## src/rtl/weight_buffer_loader.sv

```systemverilog
// Converts a DDR weight beat stream into weight-buffer writes. Each accepted beat fills one
// group of banks at the current address; groups sweep 0..GROUPS-1, then the address advances.
module weight_buffer_loader #(
  parameter int X_PE           = 16,
  parameter int X_MESH         = 16,
  parameter int ADDR_LEN       = 16,
  parameter int DATA_LEN       = 64,
  parameter int DDR_DATA_LEN   = 256,
  parameter int BUFFER_NUM     = 8 * X_PE * X_MESH / DATA_LEN,
  parameter int BANKS_PER_BEAT = DDR_DATA_LEN / DATA_LEN,
  parameter int GROUPS         = BUFFER_NUM / BANKS_PER_BEAT
) (
  input  logic                    clk,
  input  logic                    rst_n,
  input  logic                    load_start,
  input  logic [ADDR_LEN-1:0]     load_base_addr,
  input  logic [ADDR_LEN:0]       load_rows,
  input  logic                    load_abort,
  input  logic [DDR_DATA_LEN-1:0] s_data,
  input  logic                    s_valid,
  output logic                    s_ready,
  output logic [DDR_DATA_LEN-1:0] data_wr,
  output logic [ADDR_LEN-1:0]     wr_addr,
  output logic [BUFFER_NUM-1:0]   wr_en,
  output logic                    busy,
  output logic                    load_done
);

  localparam int GRP_W = (GROUPS > 1) ? $clog2(GROUPS) : 1;
  localparam logic [BUFFER_NUM-1:0] GRP_MASK = BUFFER_NUM'((1 << BANKS_PER_BEAT) - 1);
  localparam logic [GRP_W-1:0]      GRP_LAST = GRP_W'(GROUPS - 1);

  typedef enum logic [1:0] {
    IDLE   = 2'd0,
    LOAD   = 2'd1,
    FINISH = 2'd2
  } state_e;

  // Exposed for debug and assertion binding.
  state_e              state;
  logic [GRP_W-1:0]    grp;
  logic [ADDR_LEN-1:0] cur_addr;
  logic [ADDR_LEN:0]   rows_left;

  // Handshake: a beat transfers at a posedge where s_valid && s_ready, except in a cycle where
  // load_abort is high (abort discards the presented beat). s_ready comes from registered state
  // only, so there is no combinational path from s_valid.
  assign s_ready = (state == LOAD);
  assign busy    = (state != IDLE);

  always_ff @(posedge clk or negedge rst_n) begin
    if (!rst_n) begin
      state     <= IDLE;
      grp       <= '0;
      cur_addr  <= '0;
      rows_left <= '0;
      data_wr   <= '0;
      wr_addr   <= '0;
      wr_en     <= '0;
      load_done <= 1'b0;
    end else begin
      wr_en     <= '0;
      load_done <= 1'b0;
      if (load_abort) begin
        state     <= IDLE;
        grp       <= '0;
        rows_left <= '0;
      end else begin
        case (state)
          IDLE: begin
            if (load_start) begin
              cur_addr  <= load_base_addr;
              rows_left <= load_rows;
              grp       <= '0;
              // A zero-row load still reports exactly one done pulse.
              state     <= (load_rows != '0) ? LOAD : FINISH;
            end
          end
          LOAD: begin
            if (s_valid) begin
              data_wr <= s_data;
              wr_addr <= cur_addr;
              wr_en   <= GRP_MASK << (grp * BANKS_PER_BEAT);
              if (grp == GRP_LAST) begin
                grp       <= '0;
                cur_addr  <= cur_addr + ADDR_LEN'(1);
                rows_left <= rows_left - (ADDR_LEN + 1)'(1);
                if (rows_left == (ADDR_LEN + 1)'(1)) state <= FINISH;
              end else begin
                grp <= grp + GRP_W'(1);
              end
            end
          end
          FINISH: begin
            load_done <= 1'b1;
            state     <= IDLE;
          end
          default: state <= IDLE;
        endcase
      end
    end
  end

endmodule

```

## config.mk

```make
export PLATFORM = sky130hd
export DESIGN_NAME = weight_buffer_loader
export DESIGN_NICKNAME = d
export VERILOG_FILES = /design/src/rtl/weight_buffer_loader.sv
export SDC_FILE = /design/constraint.sdc
export NUM_CORES = 1
export LEC_CHECK = 0
export BUFFER_PORTS_ARGS = -buffer_cell sky130_fd_sc_hd__buf_2
export CAP_MARGIN = 15
export CORE_AREA = 2 2 233 235
export DETAILED_ROUTE_END_ITERATION = 10
export DIE_AREA = 0 0 235 237
export PLACE_DENSITY = 0.55
export SYNTH_ARGS = -nofsm -noshare
export SYNTH_HDL_FRONTEND = slang
export SYNTH_SLANG_ARGS = --single-unit
```

## constraint.sdc

```tcl
create_clock -name clk -period 2.95 [get_ports clk]
set_input_delay 0.59 -clock clk [delete_from_list [all_inputs] [get_ports clk]]
set_output_delay 0.59 -clock clk [all_outputs]
set_load 0.05 [all_outputs]
```

# Yosys cells after proc, flatten, opt, wreduce, memory -nomap -nowiden
# Index checks and enable logic that the tools add are counted.
classes:
  add_sub_neg: 3
  eq_ne: 11
  n_shift: 1
  muxes: 26
  bitwise: 1
  n_reduce_logical: 10
op_table:
  columns: ["op", "count"]
  rows:
  - ["$mux W32", 3]
  - ["$mux W17", 4]
  - ["$mux W16", 3]
  - ["$pmux W17 S2", 1]
  - ["$pmux W16 S2", 1]
  - ["$shl A4 B5 Y32 const A", 1]
  - ["$eq A17 B1 Y1 const B", 1]
  - ["$reduce_bool A17 Y1", 1]
  - ["$sub A17 B1 Y17 const B", 1]
  - ["$add A16 B1 Y16 const B", 1]
  - ["$mux W2", 6]
  - ["$mux W3", 4]
  - ["$reduce_and A4 Y1", 2]
  - ["$ne A3 B2 Y1 const B", 2]
  - ["$ne A3 B3 Y1 const B", 2]
  - ["$pmux W3 S2", 1]
  - ["$reduce_and A3 Y1", 2]
  - ["$reduce_and A5 Y1", 1]
  - ["$ne A2 B2 Y1 const B", 2]
  - ["$pmux W2 S2", 1]
  - ["$reduce_bool A2 Y1", 2]
  - ["$add A3 B1 Y3 const B", 1]
  - ["$eq A3 B3 Y1 const B", 1]
  - ["$reduce_bool A3 Y1", 1]
  - ["6 further kinds", 7]
totals:
  reg_bits: 343
  input_bits: 294

# Logic depth before layout (Yosys ltp)
depth:
  depth_word: 6
  ltp_mapped: 8

# Worst setup path before layout
# No wires, ideal clock.
synth_path:
  kind: "flip-flop to flip-flop"
  start: "register grp[0]"
  end: "register rows_left[15]"
  setup_ps: 121
  arrival_time_ps: 1798
  t_required_ps: 2829
  slack_ps: 1031
  path_stages_with_launch: 7
  path_buffers: 0
  synth_period_minus_slack_ps: 1919
  cell_sequence: "dfrtp_1 > ha_1 > ha_1 > and3_1 > o21ai_1 > o32ai_1 > a22o_1"
synth_via:
  elab_chain_len: 3
synth_lines:
  columns: ["element", "line_no", "text"]
  rows:
  - ["start: declaration", "41", "logic [GRP_W-1:0] grp;"]
  - ["start signal: assignment", "90", "grp <= grp + GRP_W'(1);"]
  - ["$eq A3 B3 Y1", "84", "if (grp == GRP_LAST) begin"]
  - ["$ne A3 B2 Y1 (no source line)", null, null]
  - ["$reduce_and A4 Y1 (no source line)", null, null]
  - ["end signal: assignment", "73", "rows_left <= load_rows;"]
  - ["end signal: assignment", "87", "rows_left <= rows_left - (ADDR_LEN + 1)'(1);"]
  - ["end: declaration", "43", "logic [ADDR_LEN:0] rows_left;"]
# Every way passes these cells.
# A chain may end at the register's enable or synchronous reset.

# Worst setup path after layout
layout_path:
  start: "register state[1]"
  end: "output port s_ready"
layout_via:
  elab_chain_len: 1
layout_lines:
  columns: ["element", "line_no", "text"]
  rows:
  - ["start: declaration", "40", "state_e state;"]
  - ["start signal: assignment", "76", "state <= (load_rows != '0) ? LOAD : FINISH;"]
  - ["$eq A2 B1 Y1", "48", "assign s_ready = (state == LOAD);"]
  - ["end: declaration", "21", "output logic s_ready,"]
# Every way passes these cells.

==> results.sh <==
export IMPL_max_slew_margin_rel_pct=48.5
export IMPL_timing_final_crit_share_pct=90.4
export IMPL_grt_pass1_vias=12100
export IMPL_grt_max_degree=91
export IMPL_synth_edf_count=0
export IMPL_num_rows=85
export IMPL_crit_required_ns=2.36
export IMPL_drv_cap=0
export IMPL_rrSetupSlack_ns=0.70
export IMPL_grt_pass1_wl_um=68500
export IMPL_outcome="complete, no violations"
export IMPL_synth_cells=1498
export IMPL_syn_nets=1801
export IMPL_path_delay_family="buffers and inverters"
export IMPL_crit_buf_inv=2
export IMPL_use_met1_pct=18.9
export IMPL_die_x_um=235
export IMPL_wl_per_cell_um=16.0
export IMPL_slew_viol_final=0
export IMPL_clk_latency_ns=0.53
export IMPL_final_antenna_net_count=0
export IMPL_syn_to_final_growth_pct=37.9
export IMPL_busiest_layer="met2"
export IMPL_final_setup_tns_ns=0
export IMPL_ir_drop_uv=592
export IMPL_cts_setup_buffers=0
export IMPL_worstPathCellList="nand2b_1 -> inv_1 -> buf_2"
export IMPL_rr_worst_depth=7
export IMPL_cts_resized=0
export IMPL_vias=12200
export IMPL_clock_sinks=319
export IMPL_cts_tree="yes"
export IMPL_die_area_um2=55700
export IMPL_cts_buffers_inserted=37
export IMPL_via_per_inst=4.38
export IMPL_gp_congestion=0.919
export IMPL_cts_root_buf="clkbuf_16"
export IMPL_rsz0062_at_grt="false"
export IMPL_drt_wl_total_um=44600
export IMPL_drc_errors=0
export IMPL_ios=601
export IMPL_final_nets=2374
export IMPL_finClkSkew_ns=0.00767
export IMPL_ys_seq_elements=319
export IMPL_hold_path_class="input port to async pin"
export IMPL_met3_usage_pct=3.88
export IMPL_core_um2=53300
export IMPL_clock_path_buffers=3
export IMPL_crit_fanout=12
export IMPL_start_util_pct=24.8
export IMPL_placement_io_buffers=600
export IMPL_final_hold_viol_count=0
export IMPL_grt_usage_pct=15.3
export IMPL_p_per_area_nw_per_um2=1240
export IMPL_cp_arrival_ns=2.08
export IMPL_grt_remaining_overflow=0
export IMPL_die_h_um=237
export IMPL_start_kind="register"
export IMPL_critPathSlowestCell="dfrtp_1"
export IMPL_synth_warnings=0
export IMPL_antenna_found_initial=8
export IMPL_drive_gt1_share_pct=33.9
export IMPL_synthArstFlopShare_pct=100
export IMPL_fmaxAchievable_mhz=375
export IMPL_synth_flop_cell="dfrtp_1"
export IMPL_timing_rr_start="grp[0]"
export IMPL_hpwl_um=33800
export IMPL_fill_cells=5612
export IMPL_worst_pin_slew_ns=0.772
export IMPL_crit_type="register to output pin"
export IMPL_clk_pin_slew_ns=0.06
export IMPL_setup_viol=0
export IMPL_p_total_uw=22600
export IMPL_p_leak_uw=0.0104
export IMPL_grtUsageMet2_pct=26.1
export IMPL_yosysUniqueCellTypes=60
export IMPL_ys_seq_area_share_pct=60.4
export IMPL_cp_end_kind="output pin"
export IMPL_synthesis_area_um2=13200
export IMPL_cpPeakStageDelay_ns=0.51
export IMPL_postCtsHoldBufs=0
export IMPL_fin_crit_ns=2.67
export IMPL_htree_levels=2
export IMPL_drt_iter0_drc=683
export IMPL_timing_rr_end="cur_addr[9]"
export IMPL_avgSynthCellArea_um2=8.82
export IMPL_drt_first_pass_iters=5
==> kinds of logic (layout without fill, tap and decap cells) <==
group / count (synthesis) / in the layout / synth area share, %
buffers and inverters: 116 / 716 / 4.34
muxes: 5 / 5 / 0.398
adders and majority gates: 9 / 9 / 0.852
AOI/OAI and AO/OA: 112 / 112 / 5.86
DFF: 319 / 319 / 60.4
and+or+nand+nor: 937 / 937 / 28.2
other: 0 / 1 / 0
==> layout by cell type (no fill, tap or decap), types with 3 or more instances in the layout <==
master     netlist  layout
nor2_1          20      20
nand4_1          6       6
nor4_1           6       6
o21ai_0         19      19
buf_4           24      27
mux2i_1          3       3
clkbuf_8         0       8
o311ai_0         3       3
ha_1             9       9
nand2b_1         3       3
or4_1            4       4
o2bb2ai_1        6       6
inv_1           10      10
nor2b_1          3       3
clkinv_2         0       9
o31ai_1          8       8
clkbuf_16        0      39
and3_1          14      14
o22ai_1         12      12
dfrtp_1        319     319
buf_12           0      13
a221o_1          3       3
clkbuf_1        42       8
a31oi_1          3       3
buf_2           38     599
o41ai_1          3       3
a21oi_1         24      23
a22o_1           5       5
nor3_1           6       6
nand2_1        847     846
nand3_1         11      11
==> layout make-up <==
type                       instances  area, µm²  share of cell area [%]
clock buffer                      55       1120                    6.12
multi-input combinational       1063       4680                    25.7
antenna                            1       2.50                  0.0137
sequential                       319       7980                    43.8
timing repair buffer             640       3480                    19.1
clock inverter                    11       61.3                   0.336
tap                              696        871                    4.78
inverter                          10       37.5                   0.206
==> Yosys cell counts (all sizes together), types with 7 or more instances <==
cell | count | area (µm²)
nand2 | 847 | 3180
dfrtp | 319 | 7980
buf | 64 | 378
clkbuf | 42 | 158
a21oi | 24 | 120
nor2 | 20 | 75.1
o21ai | 20 | 100
and3 | 14 | 87.6
o22ai | 12 | 75.1
nand3 | 11 | 55.1
inv | 10 | 37.5
ha | 9 | 113
o31ai | 8 | 60.1
nor4 | 7 | 58.8
==> state kept, by name, indices dropped and copies added, names as in the netlist <==
name and count:
cur_addr 16, grp 3, rows_left 17, wr_addr 16, wr_en 8, state 2, data_wr 256, load_done 1
==> worst max path at each step <==
stage | startpoint | end | slack (ns) | depth (start not counted)
after global placement | load_abort | data_wr[12] | 0.60 | 6
after floorplan | grp[0] | rows_left[15] | 1.03 | 6
after detailed placement | load_abort | data_wr[30] | 0.57 | 7
after CTS | state[1] | s_ready | 0.21 | 3
final | state[1] | s_ready | 0.28 | 3
after global routing | state[1] | s_ready | 0.13 | 3
==> per-layer routing <==
metal,wire [µm],vias up
met3,3000,84
met1,18400,5819
met5,13,-
met2,22000,455
li1,-,5871
met4,1280,2
==> where the power goes <==
group | switching (µW) | total (µW) | internal [µW] | leakage [µW]
Sequential | 1080 | 7250 | 6170 | 0.00401
Clock | 1830 | 4450 | 2620 | 0.000587
Combinational | 8550 | 10900 | 2320 | 0.00579
==> per-stage QoR <==
| stage | instance area, µm² | utilization [%] | worst slack, ns | hold slack, ns | std cells |
|---|---|---|---|---|---|
| finish | 18200 | 34.2 | 0.283 | 0.0430 | 2795 |
| global route | 18200 | 34.2 | 0.135 | 0.0557 | 2795 |
| CTS | 18200 | 34.2 | 0.208 | 0.0330 | 2794 |
| detailed placement | 17000 | 32.0 | 0.568 | 0.457 | 2728 |
| global placement | 17000 | 32.0 | 0.603 | 0.451 | 2728 |
| floorplan | 13200 | - | 1.03 | 0.294 | 1498 |
No activity file was read; power rests on OpenSTA's default activity.
